--- src/rtl/bytewrite_ram_arb_if.sv ---
// Requester-side bus of the shared byte-write RAM arbiter: per-requester
// request channel slices plus the shared read-response return path.
interface bytewrite_ram_arb_if #(
    parameter int AW   = 10,
    parameter int NB   = 4,
    parameter int NREQ = 2
);
    logic [NREQ-1:0]      req_valid;
    logic [NREQ-1:0]      req_ready;
    logic [NREQ*NB-1:0]   req_we;
    logic [NREQ*AW-1:0]   req_addr;
    logic [NREQ*NB*8-1:0] req_wdata;
    logic [NREQ-1:0]      rsp_valid;
    logic [NB*8-1:0]      rsp_rdata;

    modport master (
        output req_valid, req_we, req_addr, req_wdata,
        input  req_ready, rsp_valid, rsp_rdata
    );

    modport slave (
        input  req_valid, req_we, req_addr, req_wdata,
        output req_ready, rsp_valid, rsp_rdata
    );
endinterface

--- src/rtl/bytewrite_ram_arb.sv ---
// Round-robin arbiter sharing one single-port byte-write RAM between NREQ
// requesters. The granted request drives the RAM port combinationally; reads
// are tagged with the requester ID and travel down a RAM_LAT-deep pipe so the
// response strobe lines up with the RAM's registered read data.
module bytewrite_ram_arb #(
    parameter int AW      = 10,
    parameter int NB      = 4,
    parameter int NREQ    = 2,
    parameter int RAM_LAT = 2
) (
    input  logic                         clk,
    input  logic                         rst,
    bytewrite_ram_arb_if.slave           bus,
    output logic [NB-1:0]                o_ram_we,
    output logic [AW-1:0]                o_ram_addr,
    output logic [NB*8-1:0]              o_ram_din,
    input  logic [NB*8-1:0]              i_ram_dout,
    output logic [$clog2(RAM_LAT+1)-1:0] o_rd_pending
);
    localparam int IDW = $clog2(NREQ);
    localparam int PW  = $clog2(RAM_LAT+1);

    logic [IDW-1:0] r_last;
    logic           w_found;
    logic [IDW-1:0] w_gid;
    logic           w_is_rd;
    logic           r_vld_p [RAM_LAT];
    logic [IDW-1:0] r_id_p  [RAM_LAT];

    // Pick the first valid requester after the last one served, wrapping; nothing under reset
    always_comb begin
        int             v_idx;
        logic [IDW-1:0] v_sel;
        w_found = 1'b0;
        w_gid   = '0;
        v_idx   = 0;
        v_sel   = '0;
        for (int k = 1; k <= NREQ; k++) begin
            v_idx = int'(r_last) + k;
            if (v_idx >= NREQ) v_idx = v_idx - NREQ;
            v_sel = IDW'(v_idx);
            if (!w_found && bus.req_valid[v_sel]) begin
                w_found = 1'b1;
                w_gid   = v_sel;
            end
        end
        if (rst) begin
            w_found = 1'b0;
            w_gid   = '0;
        end
    end

    // Grant doubles as ready; the granted slice goes straight to the RAM port
    always_comb begin
        bus.req_ready = '0;
        o_ram_we      = '0;
        o_ram_addr    = '0;
        o_ram_din     = '0;
        w_is_rd       = 1'b0;
        if (w_found) begin
            bus.req_ready[w_gid] = 1'b1;
            o_ram_we             = bus.req_we[w_gid*NB +: NB];
            o_ram_addr           = bus.req_addr[w_gid*AW +: AW];
            o_ram_din            = bus.req_wdata[w_gid*NB*8 +: NB*8];
            w_is_rd              = (bus.req_we[w_gid*NB +: NB] == '0);
        end
    end

    // Remember who was served last; reset hands first priority to requester 0
    always_ff @(posedge clk) begin
        if (rst) begin
            r_last <= IDW'(NREQ-1);
        end else if (w_found) begin
            r_last <= w_gid;
        end
    end

    // Read-valid pipe, stage 0 loads on acceptance; cleared by reset so in-flight reads are dropped
    always_ff @(posedge clk) begin
        if (rst) begin
            for (int i = 0; i < RAM_LAT; i++) r_vld_p[i] <= 1'b0;
        end else begin
            r_vld_p[0] <= w_is_rd;
            for (int i = 1; i < RAM_LAT; i++) r_vld_p[i] <= r_vld_p[i-1];
        end
    end

    // Requester-ID tags ride alongside the valid bits; only meaningful where valid is set
    always_ff @(posedge clk) begin
        r_id_p[0] <= w_gid;
        for (int i = 1; i < RAM_LAT; i++) r_id_p[i] <= r_id_p[i-1];
    end

    // Last pipe stage steers the unregistered RAM data back to its requester; count reads in flight
    always_comb begin
        bus.rsp_valid = '0;
        bus.rsp_rdata = '0;
        o_rd_pending  = '0;
        if (!rst) begin
            for (int i = 0; i < RAM_LAT; i++) o_rd_pending = o_rd_pending + PW'(r_vld_p[i]);
            if (r_vld_p[RAM_LAT-1]) begin
                bus.rsp_valid[r_id_p[RAM_LAT-1]] = 1'b1;
                bus.rsp_rdata                    = i_ram_dout;
            end
        end
    end
endmodule

--- src/flat_wrapper.sv ---
// flat-port wrapper written by rule: the top's interface ports become plain ports
module bytewrite_ram_arb_flat 
#(
    parameter int AW      = 10,
    parameter int NB      = 4,
    parameter int NREQ    = 2,
    parameter int RAM_LAT = 2
)
  (clk, rst, o_ram_we, o_ram_addr, o_ram_din, i_ram_dout, o_rd_pending, bus_req_valid, bus_req_we, bus_req_addr, bus_req_wdata, bus_req_ready, bus_rsp_valid, bus_rsp_rdata);
  bytewrite_ram_arb_if #(.AW(AW), .NB(NB), .NREQ(NREQ)) bus_i ();
  input  logic clk;
  input  logic rst;
  output logic [NB-1:0] o_ram_we;
  output logic [AW-1:0] o_ram_addr;
  output logic [NB*8-1:0] o_ram_din;
  input  logic [NB*8-1:0] i_ram_dout;
  output logic [$clog2(RAM_LAT+1)-1:0] o_rd_pending;
  input wire logic [$bits(bus_i.req_valid)-1:0] bus_req_valid;
  input wire logic [$bits(bus_i.req_we)-1:0] bus_req_we;
  input wire logic [$bits(bus_i.req_addr)-1:0] bus_req_addr;
  input wire logic [$bits(bus_i.req_wdata)-1:0] bus_req_wdata;
  output wire logic [$bits(bus_i.req_ready)-1:0] bus_req_ready;
  output wire logic [$bits(bus_i.rsp_valid)-1:0] bus_rsp_valid;
  output wire logic [$bits(bus_i.rsp_rdata)-1:0] bus_rsp_rdata;
  assign bus_i.req_valid = bus_req_valid;
  assign bus_i.req_we = bus_req_we;
  assign bus_i.req_addr = bus_req_addr;
  assign bus_i.req_wdata = bus_req_wdata;
  assign bus_req_ready = bus_i.req_ready;
  assign bus_rsp_valid = bus_i.rsp_valid;
  assign bus_rsp_rdata = bus_i.rsp_rdata;
  bytewrite_ram_arb #(.AW(AW), .NB(NB), .NREQ(NREQ), .RAM_LAT(RAM_LAT)) u_core (.clk(clk), .rst(rst), .bus(bus_i), .o_ram_we(o_ram_we), .o_ram_addr(o_ram_addr), .o_ram_din(o_ram_din), .i_ram_dout(i_ram_dout), .o_rd_pending(o_rd_pending));
endmodule
--- config.mk ---
export PLATFORM = sky130hd
export DESIGN_NAME = bytewrite_ram_arb_flat
export DESIGN_NICKNAME = d
export VERILOG_FILES = /design/src/rtl/bytewrite_ram_arb_if.sv /design/src/rtl/bytewrite_ram_arb.sv /design/src/flat_wrapper.sv
export SDC_FILE = /design/constraint.sdc
export NUM_CORES = 1
export LEC_CHECK = 0
export CORE_AREA = 4 4 81 83
export DETAILED_ROUTE_END_ITERATION = 7
export DIE_AREA = 0 0 85 87
export MAX_ROUTING_LAYER = met4
export PLACE_DENSITY = 0.86
export SLEW_MARGIN = 20
export SYNTH_ARGS = -nofsm -noshare
export SYNTH_HDL_FRONTEND = slang
export SYNTH_SLANG_ARGS = --single-unit
--- constraint.sdc ---
create_clock -name clk -period 4.3 [get_ports clk]
set_clock_uncertainty 0.1 [all_clocks]
set_input_delay 0.86 -clock clk [delete_from_list [all_inputs] [get_ports clk]]
set_output_delay 0.86 -clock clk [all_outputs]
set_load 0.01 [all_outputs]
==> metrics.txt, run 1 <==
FILL cells=between 500 and 600; Inserted Clock Buffers=3; share of layout cells above drive strength 1=3.05%; Leakage=1.23 nW; Comb power frac=65.4%; total power=~0.4 mW; outcome=completed; Mapped Nets=250; clock-pin slew on the worst setup and hold paths=30 ps; Max clock buf depth=2; TNS Setup=0 ps; vias in the first global route=1,865; DRC=0; placed cells=399; fin util=between 50% and 60%; # port buffers=roughly 210; fin nets=458; count of antenna-violating nets left after detailed routing=0; Initial Utilization=16.3%; Startpoint Class=primary input; Syn. warnings=0; chip width=roughly 85 um; CP max FO=30; post-CTS setup buffer count=0; Gate Count Post-Synth=121; row cnt=28; vias after detailed routing=~1.8k; DIE HEIGHT=87 um; #FFs+latches synth=5; sequential share of power=12.6%; max-slew violation count=0; post_cts resized=0; min cycle time layout=between 3000 and 4000 ps; DIE AREA=around 0.0074 mm^2; total track usage=between 15 and 20%; Core Box Area=0.00585 mm^2; Crit Path Class=primary input to primary output; Sw Share=25.9%; fmax=259 MHz; Worst Path Required=3340 ps; slew of the pin with the lowest slew margin=337 ps; worst vdd ir=roughly 0.056 mV; hold bufs inserted after CTS=0; Syn Area/Cell=around 7.9 um^2; # diodes=0; vias per inst=4.39; CTS tree=done; H-tree levels=1; final setup violating endpoints=0; I/O pins=212; Clk pwr share=22.0%; clk_lat worst skew=approximately 220 ps; DP HPWL=5640 um; largest net degree at the start of global routing=38; Seq/Total Area, Yosys=10.5%; WL final=6420 um; Routability Congestion=0.821; Worst EP arrival=approximately 2900 ps; NetSw=0.103 mW; CP Capture Type=primary output; Distinct cells, synth=23; RSZ-0062 raised after global routing=false; PwrDens=between 100 and 150 mW/mm^2; area added between synthesis and finish=236%; DR pass1 iterations=2; max capacitance violation total=0; Root Driver=clkbuf_8; fin crit share=about nine tenths; max_slew headroom=around 77%; DR WL/cell=about 16 um; final std cells w/o fill=403; hold crit path type=register to register; Synth Cell Area=951 um^2; CTS Sinks=5; Overflow after GRT=0; endpoints failing hold=0; First DRT Iteration DRCs=32; Power Internal=0.294 mW; initial antenna violation count=0; first-pass GRT wire length=9290 um
==> synthesized netlist by cell type <==
cell,count,area (um^2)
o21bai_1,1,7.51
clkbuf_1,3,11.3
mux2i_1,3,30.0
a32oi_1,2,17.5
buf_4,1,7.51
a21boi_0,1,7.51
ha_1,1,12.5
inv_1,1,3.75
nor2b_1,5,31.3
nor2_4,1,11.3
buf_2,8,40.0
nor2_8,1,20.0
a21bo_4,1,16.3
o31ai_1,1,7.51
a21oi_1,1,5.00
nand2_1,2,7.51
nand2b_1,1,6.26
a22o_1,42,368
and2_1,33,206
and4_1,1,8.76
dfxtp_1,5,100
or3_1,1,6.26
nor2_1,5,18.8
==> through the flow <==
stage,hold slack [ps],area [um^2],setup WS (ps)
2_1_floorplan,210,951,1720
3_3_place_gp,212,3150,433
3_5_place_dp,216,3150,420
4_1_cts,236,3200,415
5_1_grt,245,3200,320
6_report,231,3200,445
==> placed cells by master (no fill, tap or decap), drive strengths merged <==
cell           Yosys  final
and4               1      1
nor2b              5      5
ha                 1      1
clkdlybuf4s50      0    211
clkbuf             3      4
or3                1      1
nand2              2      2
a21boi             1      1
nor2               7      7
o31ai              1      1
a21oi              1      1
a32oi              2      2
nand2b             1      1
mux2i              3      3
dfxtp              5      5
o21bai             1      1
buf                9      4
a21bo              1      1
inv                1      1
a22o              42     42
and2              33     33
==> metal layers <==
layer | wire length, um | vias to the layer above | GRT usage, % | share of wire [%]
li1 | - | 869 | - | -
met5 | 0 | - | - | 0
met2 | 3600 | 105 | 32.8 | 56
met1 | 2170 | 784 | 15.1 | 34
met3 | 471 | 12 | 2.18 | 7.3
met4 | 178 | 0 | 6.76 | 2.8
==> power by group through the flow <==
| stage | clock [mW] | sequential, mW | combinational, mW |
|---|---|---|---|
| 6_report | 0.0874 | 0.0500 | 0.260 |
| 4_1_cts | 0.0877 | 0.0500 | 0.263 |
| 3_5_place_dp | 0 | 0.0506 | 0.261 |
| 2_1_floorplan | 0 | 0.0503 | 0.0709 |
| 5_1_grt | 0.0926 | 0.0501 | 0.275 |
| 3_3_place_gp | 0 | 0.0504 | 0.258 |
==> cell families (layout without fill, tap and decap cells) <==
group	Yosys count	in the layout	synth area share [%]
adder cells (fa/ha/maj)	1	1	1.32
flip-flops	5	5	10.5
AND/OR/NAND/NOR	50	50	33.3
multiplexers	3	3	3.16
buffers and inverters	13	220	6.58
AO/OA/AOI/OAI	49	49	45.1
==> worst paths after layout <==
kind	start	endpoint	slack [ps]	depth (start not counted)
min reg2reg	u_core.r_id_p[0][0]	u_core.r_id_p[0][1]	230	0
min	u_core.r_id_p[0][0]	u_core.r_id_p[0][1]	230	0
max reg2reg	u_core.r_last	u_core.r_vld_p[0][0]	2690	5
max	bus_req_valid[0]	o_ram_addr[0]	440	6
==> layout make-up <==
class | instances | area [um^2] | area share, %
multi-input cells | 103 | 788 | 24.6
well taps | 75 | 93.8 | 2.93
flip-flops and latches | 5 | 100 | 3.13
inverters | 1 | 3.75 | 0.117
clock buffers | 4 | 45.0 | 1.41
repair buffers | 215 | 2170 | 67.8
==> state kept, by name, indices dropped and copies added, names as in the netlist <==
name / flops
u_core.r_vld_p: 2
u_core.r_last: 1
u_core.r_id_p: 2
==> critical path, stage by stage <==
cell,delay [ps]
clkdlybuf4s50_1,540
a21bo_4,300
nor2_8,250
buf_12,220
a22o_1,170
clkdlybuf4s50_1,540
Note: power is estimated with default switching activity, not from simulation.
==> run 2: changes to the inputs <==
--- a/config.mk
+++ b/config.mk
@@ -6,9 +6,11 @@
 export NUM_CORES = 1
 export LEC_CHECK = 0
-export CORE_AREA = 4 4 81 83
+export CORE_ASPECT_RATIO = 0.8
+export CORE_MARGIN = 4
+export CORE_UTILIZATION = 18
 export DETAILED_ROUTE_END_ITERATION = 7
-export DIE_AREA = 0 0 85 87
+export GPL_TIMING_DRIVEN = 0
 export MAX_ROUTING_LAYER = met4
-export PLACE_DENSITY = 0.86
+export PLACE_DENSITY = 0.93
 export SLEW_MARGIN = 20
 export SYNTH_ARGS = -nofsm -noshare
==> constraint.sdc (replaced) <==
create_clock -name clk -period 4.1 [get_ports clk]
set_clock_uncertainty 0.1 [all_clocks]
set_input_delay 0.82 -clock clk [delete_from_list [all_inputs] [get_ports clk]]
set_output_delay 0.82 -clock clk [all_outputs]
set_load 0.1 [all_outputs]
==> run 2 against run 1 <==
  * Worst hold slack got worse by 12 ps
  * Wire length fell by 1.4%
  * Sequential share of layout area rose by 0.31 points
  * Critical path depth did not move
  * Flip-flop and latch count did not move
  * Critical endpoint is now o_ram_din[16]
==> metrics.txt, run 2 (synthesized netlist as in run 1, its figures left out) <==
vias per inst=4.41; most frequent cells in the layout=clkdlybuf4s50_1, clkbuf_2, a22o_1; clock-pin slew on the worst setup and hold paths=30 ps; fin nets=466; Comb power frac=77.3%; vias after detailed routing=1,756; min cycle time layout=4030 ps; fin crit share=98.4%; slew of the pin with the lowest slew margin=between 1000 and 1500 ps; # diodes=0; final setup violating endpoints=0; CP max FO=10; max capacitance violation total=0; worst vdd ir=0.113 mV; endpoints failing hold=0; CP Capture Type=primary output; H-tree levels=1; max-slew violation count=0; hold crit path type=register to register; register area=100 um^2; most common cell after layout, fill and taps aside=clkdlybuf4s50_1; Root Driver=clkbuf_8; fin util=57.5%; pre-CTS WS=-273 ps; Max clock buf depth=2; I/O pins=212; DIE AREA=about 0.0065 mm^2; total track usage=18.2%; first-pass GRT wire length=about 9000 um; DR pass1 iterations=4; Worst EP arrival=slightly above 3000 ps; Clk pwr share=14.2%; row cnt=23; max_slew headroom=33.1%; vias in the first global route=roughly 1.8k; peak per-stage delay on the critical path=810 ps; clk_lat worst skew=210 ps; CTS tree=done; # port buffers=between 200 and 250; final std cells w/o fill=398; Final Worst Setup Slack=67.4 ps; Core Box Area=0.00506 mm^2; Leakage=about 1.5 nW; Fin Hold WS=219 ps; share of layout cells above drive strength 1=21.7%; NetSw=0.331 mW; Critical path buffers and inverters=3; DRC=0; area of the multi-input gates=788 um^2; DIE HEIGHT=73.0 um; critical path cell sequence=clkdlybuf4s50_1 > a21bo_4 > nor2_8 > buf_2 > a22o_1 > clkdlybuf4s15_1; count of antenna-violating nets left after detailed routing=0; WL final=6330 um; biggest regs=u_core.r_id_p x2, u_core.r_vld_p x2, u_core.r_last x1; PwrDens=approximately 210 mW/mm^2; Overflow after GRT=0; DP HPWL=between 5000 and 6000 um; Sw Share=between 50% and 60%; CTS Sinks=5; Crit Path Class=primary input to primary output; placed cells=394; DR WL/cell=around 16 um; Inserted Clock Buffers=3; RSZ-0062 raised after global routing=false; outcome=completed; sequential share of power=8.5%; Worst Path Required=3180 ps; TNS Setup=0 ps; largest net degree at the start of global routing=11; Startpoint Class=primary input; fmax=248 MHz; initial antenna violation count=0; Power Internal=between 0.2 and 0.3 mW; FILL cells=473; Max stage delay cell, worst path=clkdlybuf4s15_1; First DRT Iteration DRCs=23; hold bufs inserted after CTS=0; area added between synthesis and finish=206%; Crit path max-delay family=buffers and inverters; Initial Utilization=about a fifth; chip width=between 80 and 90 um; Routability Congestion=0.915
-- run 2: changes by cell type in the layout (fill, tap and decap cells not counted), sizes merged --
| cell | delta |
|---|---|
| clkbuf | +61 |
| dlymetal6s2s | +8 |
| buf | +5 |
| dlygate4sd2 | +3 |
| clkdlybuf4s50 | -80 |
| clkdlybuf4s15 | +11 |
-- run 2: worst reg2reg max path: stages (launching register included) --
cell and delay, ps:
dfxtp_1 330, a21bo_4 240, nor2_8 190, mux2i_1 250, and4_1 210
-- run 2: power by group through the flow --
stage                     Combinational [mW]  Sequential [mW]  Clock (mW)
after floorplan                        0.301           0.0527           0
after global placement                 0.495           0.0530           0
after detailed placement               0.499           0.0530           0
after CTS                              0.479           0.0523      0.0899
after global routing                   0.490           0.0527      0.0933
final                                  0.474           0.0524      0.0870
-- run 2: final timing paths --
check,from,endpoint,slack (ps),depth (start not counted)
worst max-delay path,bus_req_valid[0],o_ram_din[16],70,6
worst min register to register,u_core.r_id_p[0][0],u_core.r_id_p[0][1],220,0
worst max register to register,u_core.r_last,u_core.r_vld_p[0][0],2730,4
worst min-delay path,u_core.r_id_p[0][0],u_core.r_id_p[0][1],220,0
-- run 2: timing repair --
item / CTS / global route
gates resized for setup: 73 / 134
setup endpoints to repair: 72 / 77
setup buffers: 0 / 0
-- run 2: routing by layer --
layer / global-route usage (%) / share of wire (%) / up-vias
met4: 4.13 / 1.6 / 0
met2: 35.7 / 59 / 70
met5: - / 0 / -
li1: - / - / 887
met3: 1.81 / 4.5 / 10
met1: 19.3 / 35 / 789
-- run 2: layout make-up --
cell class | instances | area share (%)
timing repair buffer | 211 | 63.1
sequential | 5 | 3.44
clock buffer | 4 | 1.55
multi-input combinational | 103 | 27.1
inverter | 1 | 0.129
buffer | 12 | 2.02
tap | 62 | 2.66
-- run 2: stage by stage --
| stage | instance area, um^2 | power [mW] |
|---|---|---|
| floorplan | 951 | 0.354 |
| global placement | 3140 | 0.548 |
| detailed placement | 3140 | 0.552 |
| CTS | 3100 | 0.621 |
| global route | 2910 | 0.636 |
| finish | 2910 | 0.613 |
